`src/rtl/uart_rx_segment_display_if.sv`:
```
// Serial-in / display-out bundle for uart_rx_segment_display.
// The slave modport is the receiver side; the master modport drives the line.
interface uart_rx_segment_display_if;
  logic       rx_in;
  logic [7:0] data_out;
  logic       rx_valid;
  logic       frame_err;
  logic       digit_valid;
  logic       leda;
  logic       ledb;
  logic       ledc;
  logic       ledd;
  logic       lede;
  logic       ledf;
  logic       ledg;

  modport master (
    output rx_in,
    input  data_out, rx_valid, frame_err, digit_valid,
    input  leda, ledb, ledc, ledd, lede, ledf, ledg
  );

  modport slave (
    input  rx_in,
    output data_out, rx_valid, frame_err, digit_valid,
    output leda, ledb, ledc, ledd, lede, ledf, ledg
  );
endinterface

```
`src/rtl/uart_rx_segment_display.sv`:
```
// 8N1 UART receiver driving a 7-segment digit from received ASCII digits.
// Define HEX_DIGITS_EN to also display A-F / a-f.
module uart_rx_segment_display #(
  parameter int unsigned CLKS_PER_BIT = 5208,
  parameter int unsigned CNT_W        = 13
) (
  input  logic                        clk,
  input  logic                        n_reset,
  uart_rx_segment_display_if.slave    bus
);

  localparam logic [2:0] IDLE  = 3'd0;
  localparam logic [2:0] START = 3'd1;
  localparam logic [2:0] DATA  = 3'd2;
  localparam logic [2:0] STOP  = 3'd3;
  localparam logic [2:0] BREAK = 3'd4;

  localparam logic [CNT_W-1:0] LP_HALF = CNT_W'((CLKS_PER_BIT - 1) / 2);
  localparam logic [CNT_W-1:0] LP_LAST = CNT_W'(CLKS_PER_BIT - 1);

  logic [2:0]       r_state;
  logic [CNT_W-1:0] r_cnt;
  logic [2:0]       r_idx;
  logic [7:0]       r_shift;
  logic [7:0]       r_data;
  logic             r_rx_valid;
  logic             r_frame_err;
  logic             r_digit_valid;
  logic [6:0]       r_seg;
  logic             r_rx_meta;
  logic             r_rx_s;
  logic [7:0]       w_dec;

  // Returns {decodable, seg a..g}.
  function automatic logic [7:0] f_decode(input logic [7:0] b);
    case (b)
      8'h30:        f_decode = {1'b1, 7'b1111110};
      8'h31:        f_decode = {1'b1, 7'b0110000};
      8'h32:        f_decode = {1'b1, 7'b1101101};
      8'h33:        f_decode = {1'b1, 7'b1111001};
      8'h34:        f_decode = {1'b1, 7'b0110011};
      8'h35:        f_decode = {1'b1, 7'b1011011};
      8'h36:        f_decode = {1'b1, 7'b1011111};
      8'h37:        f_decode = {1'b1, 7'b1110000};
      8'h38:        f_decode = {1'b1, 7'b1111111};
      8'h39:        f_decode = {1'b1, 7'b1111011};
`ifdef HEX_DIGITS_EN
      8'h41, 8'h61: f_decode = {1'b1, 7'b1110111};
      8'h42, 8'h62: f_decode = {1'b1, 7'b0011111};
      8'h43, 8'h63: f_decode = {1'b1, 7'b1001110};
      8'h44, 8'h64: f_decode = {1'b1, 7'b0111101};
      8'h45, 8'h65: f_decode = {1'b1, 7'b1001111};
      8'h46, 8'h66: f_decode = {1'b1, 7'b1000111};
`endif
      default:      f_decode = 8'h00;
    endcase
  endfunction

  assign w_dec = f_decode(r_shift);

  always_ff @(posedge clk) begin
    if (!n_reset) begin
      r_rx_meta <= 1'b1;
      r_rx_s    <= 1'b1;
    end else begin
      r_rx_meta <= bus.rx_in;
      r_rx_s    <= r_rx_meta;
    end
  end

  always_ff @(posedge clk) begin
    if (!n_reset) begin
      r_state       <= IDLE;
      r_cnt         <= '0;
      r_idx         <= '0;
      r_shift       <= '0;
      r_data        <= 8'h30;
      r_rx_valid    <= 1'b0;
      r_frame_err   <= 1'b0;
      r_digit_valid <= 1'b0;
      r_seg         <= 7'b1111110;
    end else begin
      r_rx_valid  <= 1'b0;
      r_frame_err <= 1'b0;
      case (r_state)
        IDLE: begin
          if (!r_rx_s) begin
            r_state <= START;
            r_cnt   <= '0;
          end
        end
        START: begin
          if (r_cnt == LP_HALF) begin
            r_cnt <= '0;
            r_idx <= '0;
            r_state <= r_rx_s ? IDLE : DATA;
          end else begin
            r_cnt <= r_cnt + 1'b1;
          end
        end
        DATA: begin
          if (r_cnt == LP_LAST) begin
            r_cnt          <= '0;
            r_shift[r_idx] <= r_rx_s;
            if (r_idx == 3'd7) r_state <= STOP;
            else               r_idx   <= r_idx + 1'b1;
          end else begin
            r_cnt <= r_cnt + 1'b1;
          end
        end
        STOP: begin
          if (r_cnt == LP_LAST) begin
            r_cnt <= '0;
            if (r_rx_s) begin
              r_data     <= r_shift;
              r_rx_valid <= 1'b1;
              r_state    <= IDLE;
              // Display follows data_out in the same cycle rx_valid rises.
              if (w_dec[7]) begin
                r_seg         <= w_dec[6:0];
                r_digit_valid <= 1'b1;
              end
            end else begin
              r_frame_err <= 1'b1;
              r_state     <= BREAK;
            end
          end else begin
            r_cnt <= r_cnt + 1'b1;
          end
        end
        BREAK: begin
          if (r_rx_s) r_state <= IDLE;
        end
        default: r_state <= IDLE;
      endcase
    end
  end

  assign bus.data_out    = r_data;
  assign bus.rx_valid    = r_rx_valid;
  assign bus.frame_err   = r_frame_err;
  assign bus.digit_valid = r_digit_valid;
  assign bus.leda        = r_seg[6];
  assign bus.ledb        = r_seg[5];
  assign bus.ledc        = r_seg[4];
  assign bus.ledd        = r_seg[3];
  assign bus.lede        = r_seg[2];
  assign bus.ledf        = r_seg[1];
  assign bus.ledg        = r_seg[0];

endmodule
```
`src/flat_wrapper.sv`:
```
// flat-port wrapper written by rule: the top's interface ports become plain ports
module uart_rx_segment_display_flat 
#(
  parameter int unsigned CLKS_PER_BIT = 5208,
  parameter int unsigned CNT_W        = 13
)
  (clk, n_reset, bus_rx_in, bus_data_out, bus_rx_valid, bus_frame_err, bus_digit_valid, bus_leda, bus_ledb, bus_ledc, bus_ledd, bus_lede, bus_ledf, bus_ledg);
  uart_rx_segment_display_if bus_i ();
  input  logic clk;
  input  logic n_reset;
  input wire logic [$bits(bus_i.rx_in)-1:0] bus_rx_in;
  output wire logic [$bits(bus_i.data_out)-1:0] bus_data_out;
  output wire logic [$bits(bus_i.rx_valid)-1:0] bus_rx_valid;
  output wire logic [$bits(bus_i.frame_err)-1:0] bus_frame_err;
  output wire logic [$bits(bus_i.digit_valid)-1:0] bus_digit_valid;
  output wire logic [$bits(bus_i.leda)-1:0] bus_leda;
  output wire logic [$bits(bus_i.ledb)-1:0] bus_ledb;
  output wire logic [$bits(bus_i.ledc)-1:0] bus_ledc;
  output wire logic [$bits(bus_i.ledd)-1:0] bus_ledd;
  output wire logic [$bits(bus_i.lede)-1:0] bus_lede;
  output wire logic [$bits(bus_i.ledf)-1:0] bus_ledf;
  output wire logic [$bits(bus_i.ledg)-1:0] bus_ledg;
  assign bus_i.rx_in = bus_rx_in;
  assign bus_data_out = bus_i.data_out;
  assign bus_rx_valid = bus_i.rx_valid;
  assign bus_frame_err = bus_i.frame_err;
  assign bus_digit_valid = bus_i.digit_valid;
  assign bus_leda = bus_i.leda;
  assign bus_ledb = bus_i.ledb;
  assign bus_ledc = bus_i.ledc;
  assign bus_ledd = bus_i.ledd;
  assign bus_lede = bus_i.lede;
  assign bus_ledf = bus_i.ledf;
  assign bus_ledg = bus_i.ledg;
  uart_rx_segment_display #(.CLKS_PER_BIT(CLKS_PER_BIT), .CNT_W(CNT_W)) u_core (.clk(clk), .n_reset(n_reset), .bus(bus_i));
endmodule
```
`config.mk`:
```
export PLATFORM = sky130hd
export DESIGN_NAME = uart_rx_segment_display_flat
export DESIGN_NICKNAME = d
export VERILOG_FILES = /design/src/rtl/uart_rx_segment_display_if.sv /design/src/rtl/uart_rx_segment_display.sv /design/src/flat_wrapper.sv
export SDC_FILE = /design/constraint.sdc
export NUM_CORES = 1
export LEC_CHECK = 0
export CORE_MARGIN = 2
export CORE_UTILIZATION = 33
export CTS_BUF_LIST = sky130_fd_sc_hd__clkbuf_2
export DETAILED_ROUTE_END_ITERATION = 10
export GPL_TIMING_DRIVEN = 1
export PLACE_DENSITY_LB_ADDON = 0.15
export SYNTH_ARGS = -nofsm -noshare
export SYNTH_HDL_FRONTEND = slang
export SYNTH_SLANG_ARGS = --single-unit
```
`constraint.sdc`:
```
create_clock -name clk -period 5.85 [get_ports clk]
set_clock_uncertainty 0.15 [all_clocks]
set_input_delay 1.17 -clock clk [delete_from_list [all_inputs] [get_ports clk]]
set_output_delay 1.17 -clock clk [all_outputs]
set_load 0.01 [all_outputs]
```
Word-level counts from Yosys, hierarchy flattened. Cells that the tools add are included.

Bits in registers: 47. Input port bits: 3. Output and inout bits: 18.

$add $sub $neg: 2. Order comparisons: 2. Eq/ne operators: 24. Mux-type cells: 23. Reduce and logical (&&, ||, !) cells: 12.

Operators with widths (number): $eq A8 B6 Y1 const B (10); $pmux W8 S10 (1); $mux W13 (3); $pmux W13 S3 (1); $mux W3 (10); $pmux W3 S5 (1); $add A13 B1 Y13 const B (1); $eq A13 B12 Y1 const B (1); $eq A13 B13 Y1 const B (1); $ne A2 B1 Y1 const B (5); $bwmux W8 (1); $reduce_and A4 Y1 (2); $eq A3 B2 Y1 const B (2); $eq A3 B3 Y1 const B (2); $pmux W3 S2 (1); $reduce_and A3 Y1 (2); $reduce_and A6 Y1 (1); $lt A3 B4 Y1 const B (1); $ne A2 B2 Y1 const B (2); $reduce_and A2 Y1 (2); $add A3 B1 Y3 const B (1); $demux W1 S3 (1); $eq A3 B1 Y1 const B (1); $ge A3 B1 Y1 const B (1); other kinds (7) (9).

Logic depth before layout (Yosys ltp).
Word-level depth: 5. Gate-level depth with buffers: 8.

Worst setup path after synthesis. No wires, ideal clock.

Path type: input-to-reg. Start point: input n_reset. End point: register u_core.r_cnt[11]. Setup time: 74 ps. Arrival: 2327 ps. Slack: 3299 ps. Stages: 6. Buffers on the path: 1. Cell sequence: clkinv_1 -> or3_1 -> o32ai_4 -> buf_6 -> nand2_2 -> a31oi_1.

RTL lines: start: declaration (RTL line flat_wrapper.sv:10) `input logic n_reset;`; end signal: assignment (RTL line uart_rx_segment_display.sv:98) `r_cnt <= r_cnt + 1'b1;`; end signal: assignment (RTL line uart_rx_segment_display.sv:108) `r_cnt <= r_cnt + 1'b1;`; end signal: assignment (RTL line uart_rx_segment_display.sv:128) `r_cnt <= r_cnt + 1'b1;`; end: declaration (RTL line uart_rx_segment_display.sv:22) `logic [CNT_W-1:0] r_cnt;`.

==> summary by stage <==
Run status
The run finished with clean final reports.

Worst setup path
The minimum setup slack among reg-to-reg paths is 3350 ps. The worst setup path is of the primary input to flop kind. STA puts the critical path data arrival time at 3970 ps. The startpoint type of the worst setup path is a primary input.

The endpoint kind of the worst setup timing path is a flop. The largest stage delay on the critical path is 960 ps. The startpoint of the most critical register-to-register path is u_core.r_shift[4]. The cell with the largest stage delay on the worst path is sky130_fd_sc_hd__clkdlybuf4s50_1.

The family with the most delay on the worst path is buffers and inverters. The depth of the worst register-to-register path is 5. The number of buffer and inverter instances along the worst setup path is 2. Traced cell by cell, the critical path runs through clkdlybuf4s50_1, clkinv_1, or3_1, o32ai_4, a41oi_1, a31oi_1. Along the worst path, the maximum fanout reaches 20. The reg-to-reg critical path endpoint is u_core.r_seg[2]. The data required time at the worst endpoint is 6070 ps.

Timing
The time the final worst path needs with I/O delays and setup is 3750 ps. Hold is met by 291 ps. Setup violations remaining at the end of the flow were counted as 0.

The max-slew violation count is 0. The number of hold-slack violations in the final timing report is 0. Setup repair after global routing left no endpoint under its margin. The achievable clock frequency is 266 MHz.

At the pin with the least slew margin, the transition time is 887 ps. The headroom to the max-slew limit is 40.4%. After routing, the total negative slack on setup checks comes to 0 ps. Setup slack on the critical path of the routed design comes to 2100 ps. The fraction of the cycle the final worst path needs is 64.2%.

Clocking
The tree is rooted in a sky130_fd_sc_hd__clkbuf_2. TritonCTS built the clock tree. The count of clock tree sinks is 47.

For the worst-skew pair, the clock arrives at the later sink with an insertion delay of 420 ps. In this run, post-CTS repair resized a total of 0 instances. Counting the buffers created by CTS gives 5. The number of setup buffers added after CTS is 0. The number of buffers between clock root and the deepest sink is 2.

The hold-fix buffer count after cts is 0. In this run the number of H-tree levels came out at 2. Clock-pin slew was measured on the worst setup and hold paths at 250 ps.

Final layout
The number of fill cells is 700. The area growth from synthesis to final layout is 12.4%. The antenna diode count is 0. Of the cells placed in the final design, the portion with a size suffix greater than 1 is 6.25%. The area of the multi-input gates is 1320 um2.

The final design utilization is 38.9%. Registers take 941 um2. At the end of the flow, the number of nets in the layout was 293.

Logic synthesis
The most area-hungry cell type in the Yosys netlist is sky130_fd_sc_hd__dfxtp_1. In the post-synthesis netlist, the cell with the most instances is sky130_fd_sc_hd__dfxtp_1. When the netlist entered floorplanning its net count stood at 281. In the synthesized netlist the dominant register cell turns out to be sky130_fd_sc_hd__dfxtp_1.

After synthesis the netlist holds a flip-flop and latch count of 47. The synthesized netlist cell count is 275. During synthesis, Yosys emitted a total of 0 warnings.

In the synthesized netlist, the cells that appear most often are sky130_fd_sc_hd__dfxtp_1, sky130_fd_sc_hd__nand2_1, sky130_fd_sc_hd__nor2_1. Counting distinct cell types in the post-synthesis netlist gives 52. Each instance of the synthesized netlist takes up on average 8.65 um2. The number of synthesized flops with an enable pin is 0. The async set-reset flop share out of synthesis is 0%.

The share of synthesized area in the top cell type comes to 39.5%. The synthesized cell area is 2380 um2. The proportion of synthesized chip area in sequential cells is 39.5%. By area the synthesized netlist is led by sky130_fd_sc_hd__dfxtp_1, sky130_fd_sc_hd__mux2i_1, sky130_fd_sc_hd__nand2_1.

Global route
The number of global-route vias before repair is 1,756. Entering global routing, the biggest net connects 21 pins. The first global-routing pass estimated 8.61 mm of wire. The overflow left after global routing is 0. The initial antenna violation count is 0.

The global router's overall resource usage is 13.9%.

Run
Across the run, the number of max-cap violations was 0.

Worst hold path
The worst hold path belongs to the class flop to flop. The capture endpoint of the worst hold path is u_core.r_rx_s. The cell depth of the worst min-delay path is 1. The origin of the worst min-delay path is u_core.r_rx_meta.

Placed design
The placer's final routability congestion estimate is 0.818. The placed wire-length estimate after detailed placement is 3.55 mm. Prior to clock tree synthesis, the placed netlist has a worst setup slack of 1610 ps. During placement, the flow inserted port buffers numbering 20.

Floorplanning
The I/O pin count is 21. The height of the die is 88.9 um. The starting density of the core is 34.6%. The area of the placeable core is 6870 um2.

The overall die area is 7910 um2. Row generation in the floorplan step produced 30 rows. In this run the horizontal extent of the chip is 88.9 um.

Route
The number of nets with antenna violations after routing is 0. The post-route DRC violation count is 0. The per-cell via count in the routed design is 5.13.

The wire length per cell after detailed routing is 13.3 um. The total number of vias is 1,971. The starting DRC count in detailed routing is 97. The pre-antenna-repair detailed-routing pass consisted of 7 iterations.

The final layout contains routed wiring with a total length of 5.09 mm.

Power
For this design the ratio of total power to cell area is 203 nW/um2. The worst-case vdd ir drop is 0.0685 mV. The total power draw is 0.000544 W. The reported leakage power is 0.962 nW.
[worst max-delay path by stage]
stage                       end  cells after the start  startpoint
2_1_floorplan  u_core.r_cnt[11]                      6     n_reset
3_3_place_gp   u_core.r_cnt[12]                      6     n_reset
3_5_place_dp   u_core.r_cnt[12]                      6     n_reset
4_1_cts        u_core.r_cnt[12]                      6     n_reset
5_1_grt        u_core.r_cnt[12]                      6     n_reset
6_report       u_core.r_cnt[12]                      6     n_reset
[worst reg2reg max path, cell delays in order, from the launching register on]
cell	delay [ps]
sky130_fd_sc_hd__dfxtp_1	410
sky130_fd_sc_hd__nand2_1	60
sky130_fd_sc_hd__nor3_1	680
sky130_fd_sc_hd__nand4_2	500
sky130_fd_sc_hd__a2111oi_0	530
sky130_fd_sc_hd__a211o_1	160
[where the power goes]
group          switching, W  internal, W
logic             0.0000440    0.0000297
registers        0.00000845     0.000326
clock network      0.000107    0.0000288
[sequential cells by signal (all words and copies together) (netlist names)]
register and flops:
u_core.r_idx 3, u_core.r_state 3, u_core.bus.rx_valid 1, u_core.r_cnt 13, u_core.r_seg 7, u_core.r_rx_meta 1
u_core.bus.frame_err 1, u_core.bus.data_out 8, u_core.r_rx_s 1, u_core.r_shift 8, u_core.bus.digit_valid 1
[cells by family (layout without fill, tap and decap cells)]
group	count (synthesis)	count (layout)	share of synthesized area, %
buffers and inverters	27	40	4.99
muxes	20	20	8.41
xor gates and xnor gates	1	1	0.368
and+or+nand+nor	123	123	28.0
adders and majority gates	3	3	1.58
AOI/OAI and AO/OA	54	54	17.1
DFF	47	47	39.5
[metal layers]
metal	vias up	wire length (um)	track usage [%]	share of wire, %
met1	917	2720	20.6	53
met2	27	2140	20.3	42
met4	0	59	3.72	1.2
li1	1020	-	-	-
met5	-	0	0	0
met3	7	173	3.23	3.4
[through the flow]
step | instances | instance area, um2
final | 384 | 2680
after global routing | 384 | 2680
after CTS | 384 | 2680
after detailed placement | 376 | 2630
after global placement | 376 | 2630
after floorplan | 275 | 2380
[final cells by class]
class | count | share of cell area, %
clock buffer | 5 | 0.935
clock inverter | 3 | 0.748
inverter | 11 | 1.54
multi-input combinational | 201 | 49.3
sequential | 47 | 35.2
tap | 96 | 4.49
timing repair buffer | 21 | 7.76
[cell usage in the layout, fill, tap and decap left out, drive strengths merged, types with 2 or more instances in the layout]
cell / synthesis / final
nor4b: 4 / 4
clkbuf: 12 / 5
a21o: 4 / 4
clkdlybuf4s50: 0 / 20
nor3b: 3 / 3
nor2b: 2 / 2
dfxtp: 47 / 47
and4bb: 4 / 4
or3: 2 / 2
o211ai: 7 / 7
nand2b: 6 / 6
a31oi: 7 / 7
mux2i: 20 / 20
and3: 5 / 5
nand2: 33 / 33
nand3: 14 / 14
ha: 3 / 3
nor2: 29 / 29
nor4: 2 / 2
a211o: 2 / 2
a22o: 2 / 2
nor3: 8 / 8
clkinv: 1 / 3
o32ai: 3 / 3
inv: 10 / 10
nand4: 4 / 4
a21oi: 9 / 9
o21ai: 9 / 9
a41oi: 2 / 2
(Power assumes the default switching activity.)
